`src/rtl/muller_c_pkg.sv`:
```
// Shared constants for the clocked Muller C-element join: FSM encoding,
// synchroniser depth limit and a constant-width helper.
package muller_c_pkg;

    localparam int SYNC_MAX = 3;

    localparam logic [1:0] S_IDLE = 2'd0;
    localparam logic [1:0] S_REQ  = 2'd1;
    localparam logic [1:0] S_ACK  = 2'd2;
    localparam logic [1:0] S_REL  = 2'd3;

    function automatic int clog2(input int v);
        int r;
        r = 0;
        while ((1 << r) < v) r++;
        return r;
    endfunction

endpackage

```
`src/rtl/muller_c_sync.sv`:
```
// N-input clocked C-element behind a SYNC-deep synchroniser chain.
// sync_o exposes the synchronised inputs so the caller can act on them directly.
module muller_c_sync
    import muller_c_pkg::*;
#(
    parameter int N    = 2,
    parameter int SYNC = 2
) (
    input  logic         clk_i,
    input  logic         reset_i,
    input  logic [N-1:0] in_i,
    output logic [N-1:0] sync_o,
    output logic         c_o
);

    localparam int STAGES = (SYNC > SYNC_MAX) ? SYNC_MAX : SYNC;

    generate
        if (STAGES == 0) begin : g_bypass
            assign sync_o = in_i;
        end else begin : g_pipe
            logic [STAGES-1:0][N-1:0] sync_pipe;

            always_ff @(posedge clk_i) begin
                if (reset_i) begin
                    sync_pipe <= '0;
                end else begin
                    sync_pipe[0] <= in_i;
                    for (int s = 1; s < STAGES; s++)
                        sync_pipe[s] <= sync_pipe[s-1];
                end
            end

            assign sync_o = sync_pipe[STAGES-1];
        end
    endgenerate

    // Set on unanimous ones, clear on unanimous zeros, otherwise hold.
    always_ff @(posedge clk_i) begin
        if (reset_i)
            c_o <= 1'b0;
        else if (&sync_o)
            c_o <= 1'b1;
        else if (~|sync_o)
            c_o <= 1'b0;
    end

endmodule

```
`src/rtl/muller_c_join.sv`:
```
// Joins N 4-phase req/ack channels into one downstream 4-phase channel with
// bundled data. Optional watchdog recovery: define MULLER_C_JOIN_TIMEOUT_EN.
module muller_c_join
    import muller_c_pkg::*;
#(
    parameter int N       = 2,
    parameter int W       = 8,
    parameter int SYNC    = 2,
    parameter int TIMEOUT = 1024
) (
    input  logic           clk_i,
    input  logic           reset_i,
    input  logic [N-1:0]   req_i,
    input  logic [N*W-1:0] data_i,
    output logic           ack_o,
    output logic           req_o,
    output logic [N*W-1:0] data_o,
    input  logic           ack_i,
    output logic           c_o,
    output logic           proto_err_o
);

    logic [N-1:0] rs, rs_q;
    logic         as, as_q;
    logic [1:0]   state;
    logic         all_one, all_zero, err_now;

    muller_c_sync #(.N(N), .SYNC(SYNC)) u_req_sync (
        .clk_i   (clk_i),
        .reset_i (reset_i),
        .in_i    (req_i),
        .sync_o  (rs),
        .c_o     (c_o)
    );

    // A 1-input C-element is just a one-cycle delay, giving the previous ack.
    muller_c_sync #(.N(1), .SYNC(SYNC)) u_ack_sync (
        .clk_i   (clk_i),
        .reset_i (reset_i),
        .in_i    (ack_i),
        .sync_o  (as),
        .c_o     (as_q)
    );

    always_ff @(posedge clk_i) begin
        if (reset_i) rs_q <= '0;
        else         rs_q <= rs;
    end

    assign all_one  = &rs;
    assign all_zero = ~|rs;

    assign err_now = ((state == S_REQ) && |(rs_q & ~rs))
                   || (((state == S_REQ) || (state == S_ACK)) && as_q && !as)
                   || ((state == S_IDLE) && as);

`ifdef MULLER_C_JOIN_TIMEOUT_EN
    localparam int CW = clog2(TIMEOUT + 1);
    logic [CW-1:0] to_cnt;
    logic          waiting, to_hit;

    assign waiting = ((state == S_IDLE) && !all_one && !all_zero)
                   || ((state == S_REQ) && !as)
                   || ((state == S_REL) && as);
    // Fires on the TIMEOUT-th consecutive waiting cycle.
    assign to_hit  = waiting && (to_cnt == CW'(TIMEOUT - 1));

    always_ff @(posedge clk_i) begin
        if (reset_i || !waiting || to_hit) to_cnt <= '0;
        else                               to_cnt <= to_cnt + 1'b1;
    end
`endif

    always_ff @(posedge clk_i) begin
        if (reset_i) begin
            state       <= S_IDLE;
            req_o       <= 1'b0;
            ack_o       <= 1'b0;
            data_o      <= '0;
            proto_err_o <= 1'b0;
        end else begin
            if (err_now) proto_err_o <= 1'b1;
`ifdef MULLER_C_JOIN_TIMEOUT_EN
            if (to_hit) begin
                state       <= S_IDLE;
                req_o       <= 1'b0;
                ack_o       <= 1'b0;
                proto_err_o <= 1'b1;
            end else begin
`else
            begin
`endif
                case (state)
                    S_IDLE: if (all_one) begin
                        req_o  <= 1'b1;
                        data_o <= data_i;
                        state  <= S_REQ;
                    end
                    S_REQ: if (as) begin
                        ack_o <= 1'b1;
                        state <= S_ACK;
                    end
                    S_ACK: if (all_zero) begin
                        req_o <= 1'b0;
                        state <= S_REL;
                    end
                    default: if (!as) begin
                        ack_o <= 1'b0;
                        state <= S_IDLE;
                    end
                endcase
            end
        end
    end

endmodule

```
`config.mk`:
```
export PLATFORM = sky130hd
export DESIGN_NAME = muller_c_join
export DESIGN_NICKNAME = d
export VERILOG_FILES = /design/src/rtl/muller_c_pkg.sv /design/src/rtl/muller_c_sync.sv /design/src/rtl/muller_c_join.sv
export SDC_FILE = /design/constraint.sdc
export NUM_CORES = 1
export LEC_CHECK = 0
export BUFFER_PORTS_ARGS = -buffer_cell sky130_fd_sc_hd__buf_2
export CORE_MARGIN = 2
export CORE_UTILIZATION = 55
export CTS_BUF_LIST = sky130_fd_sc_hd__clkbuf_4 sky130_fd_sc_hd__clkbuf_8
export CTS_CLUSTER_SIZE = 20
export DETAILED_ROUTE_END_ITERATION = 8
export HOLD_SLACK_MARGIN = 0.06
export PLACE_DENSITY = 0.86
export REMOVE_ABC_BUFFERS = 1
export SLEW_MARGIN = 40
export SYNTH_ARGS = -nofsm -noshare
export SYNTH_HDL_FRONTEND = slang
export SYNTH_SLANG_ARGS = --single-unit
export TNS_END_PERCENT = 100
```
`constraint.sdc`:
```
create_clock -name clk_i -period 3.2 [get_ports clk_i]
set_input_delay 0.64 -clock clk_i [delete_from_list [all_inputs] [get_ports clk_i]]
set_output_delay 0.64 -clock clk_i [all_outputs]
set_load 0.01 [all_outputs]
```
==> metrics.yaml <==
drive_gt1_share_pct: 27.9
crit_path_start_kind: "register"
io_buffer_count: 40
finalSetupViolations: 0
first_pass_iters: 4
synthCells: 138
grt_max_degree: 34
hpwl_um: 1630
status: "finished, final reports clean"
hold_class: "register to register"
start_util_pct: 56.8
die_w_um: 51.1
cp_max_fo: 16
yosys.area_share.simple_pct: 23.8
fmax_ghz: 0.571
dieArea_mm2: 0.00261
yosys_warnings: 0
worst_pin_slew_ns: 0.627
core_mm2: 0.00215
routedWlPerCell_um: 11.3
grtUsageTotal_pct: 19.4
synth_top_family_by_area: "simple AND/OR/NAND/NOR gates"
layout.nets: 206
stdcell_count: 207
antenna_found_initial: 0
wl_um: 2340
final_core_util_pct: 68.4
synth-seq-cells: 31
drc: 0
drv_slew: 0
max_cap_viol_count: 0
core.rowCount: 17
finalSetupTns_ns: 0
worstSetupPathType: "register to register"
syn_area_per_cell_um2: 8.84
synth_area_mm2: 0.00122
ant_nets: 0
finalHoldViolations: 0
pin_count: 41
ctsRootBufferMaster: "clkbuf_4"
cts_setup_buffers: 0
ff_latch_area_um2: 621
htree_levels: 2
ys_types: 27
vias_per_cell: 4.93
dpl.cell_count: 199
grt_pass1_vias: 883
powerDensity_mw_per_mm2: 534
area_delta_synth_final_pct: 20.5
period_needed_ns: 1.75
multiInputGateArea_um2: 534
leakage_nw: 0.668
path_clk_slew_ns: 0.09
synth_mux_area_share_pct: 2.46
clock_latency_ns: 0.33
synthAdderAreaFrac_pct: 7.18
rsz0062_at_grt: "no"
place_congestion: 0.760
cts-hold-fix-buffers: 0
n_antenna_cell: 0
worstPathRequired_ns: 3.39
cts_sinks: 31
finalClockSkew_ns: 0.00591
synth_compound_area_share_pct: 10.4
grt_overflow: 0
ir_worst_vdd_v: 0.000475
cts.repair.resized: 0
vias: 1020
holdWs_ns: 0.456
grt_pass1_wl_um: 3570
seq_area_frac_synth_pct: 50.9
die-height_um: 51.1
cts_tree: "built"
maxSlewHeadroom_pct: 58.1
arrival_ns: 1.94
synth_xor_xnor_area_share_pct: 0
cts_buffers: 5
cts_buffer_depth: 2
n_fill_cell: 174
fin_crit_sh_pct: 54.7
endpoint_kind: "register"
drtIter0Drc: 3
rrSetupSlack_ns: 1.45
## report_power, final
group	internal, mW	total [mW]	switching (mW)
clock network	0.102	0.225	0.123
registers	0.404	0.416	0.0122
logic	0.0689	0.143	0.0745
total	0.575	0.785	0.210
## sequential cells by signal, summed over array words and instances, names as in the netlist
name,flops
ack_o,1
data_o,16
proto_err_o,1
req_o,1
rs_q,2
state,2
u_ack_sync.c_o,1
u_ack_sync.g_pipe.sync_pipe,1
u_ack_sync.sync_o,1
u_req_sync.c_o,1
u_req_sync.g_pipe.sync_pipe,2
u_req_sync.sync_o,2
## cell usage in the layout (no fill, tap or decap), types with 2 or more instances in the layout
cell	n
nor3b_1	2
dfxtp_1	31
inv_1	6
o21ai_0	2
a21oi_1	17
ha_1	7
clkbuf_4	7
nor2b_1	8
nand2_1	34
buf_2	40
nand3_1	2
nor2_1	7
mux2i_1	3
## synth_stat cells
cell / n / area, um2
o31ai_1: 1 / 7.51
a31oi_1: 1 / 6.26
buf_6: 1 / 11.3
clkbuf_1: 3 / 11.3
or4_1: 1 / 7.51
or2_2: 1 / 6.26
dfxtp_1: 31 / 621
nand3_1: 2 / 10.0
and3_1: 1 / 6.26
or2b_1: 1 / 7.51
a21oi_1: 17 / 85.1
nand2b_1: 1 / 6.26
nor2b_1: 8 / 50.1
o21ai_0: 2 / 10.0
buf_4: 2 / 15.0
a32oi_1: 1 / 8.76
and2b_1: 1 / 7.51
nor3b_1: 2 / 15.0
nand2_1: 34 / 128
nor4_1: 1 / 6.26
a2111oi_0: 1 / 8.76
mux2i_1: 3 / 30.0
nor2b_4: 1 / 13.8
ha_1: 7 / 87.6
nor2_1: 7 / 26.3
inv_1: 6 / 22.5
buf_2: 1 / 5.00
## final timing paths
| check | startpoint | cells after the start | to |
|---|---|---|---|
| worst max-delay path | state[1]$_SDFFE_PP0P_ | 5 | data_o[12]$_SDFFE_PP0P_ |
| worst min-delay path | data_o[4]$_SDFFE_PP0P_ | 2 | data_o[4]$_SDFFE_PP0P_ |
| worst max register to register | state[1]$_SDFFE_PP0P_ | 5 | data_o[12]$_SDFFE_PP0P_ |
| worst min register to register | data_o[4]$_SDFFE_PP0P_ | 2 | data_o[4]$_SDFFE_PP0P_ |
## worst max-delay path, cell delays in order (launching register included)
cell     delay [ns]
dfxtp_1        0.33
inv_1          0.10
ha_1           0.34
nand3_1        0.52
nand2_1        0.23
a21oi_1        0.09
## metrics by stage
stage | setup slack [ns] | area (um2) | power [mW]
global route | 1.29 | 1470 | 0.829
detailed placement | 1.43 | 1410 | 0.569
CTS | 1.43 | 1470 | 0.794
global placement | 1.47 | 1410 | 0.561
finish | 1.45 | 1470 | 0.785
floorplan | 1.75 | 1180 | 0.522
## per-layer routing
metal / global-route usage, % / share of wire [%]
met5: 0 / 0
met4: 13.5 / 2.0
met3: 7.89 / 5.4
met2: 30.1 / 50
met1: 21.4 / 43
## area by class of cell
cell class | count | area share, %
clock inverter | 1 | 0.340
clock buffer | 7 | 3.57
sequential | 31 | 42.2
timing repair buffer | 40 | 13.6
inverter | 6 | 1.53
multi-input combinational | 94 | 36.3
tap | 28 | 2.38
## logic make-up (layout without fill, tap and decap cells)
family | count (synthesis) | count (layout)
buf+inv | 13 | 54
simple gates | 61 | 61
compound gates | 23 | 23
flops | 31 | 31
mux | 3 | 3
fa+ha+maj | 7 | 7
Power figures use the tool's default switching activity.
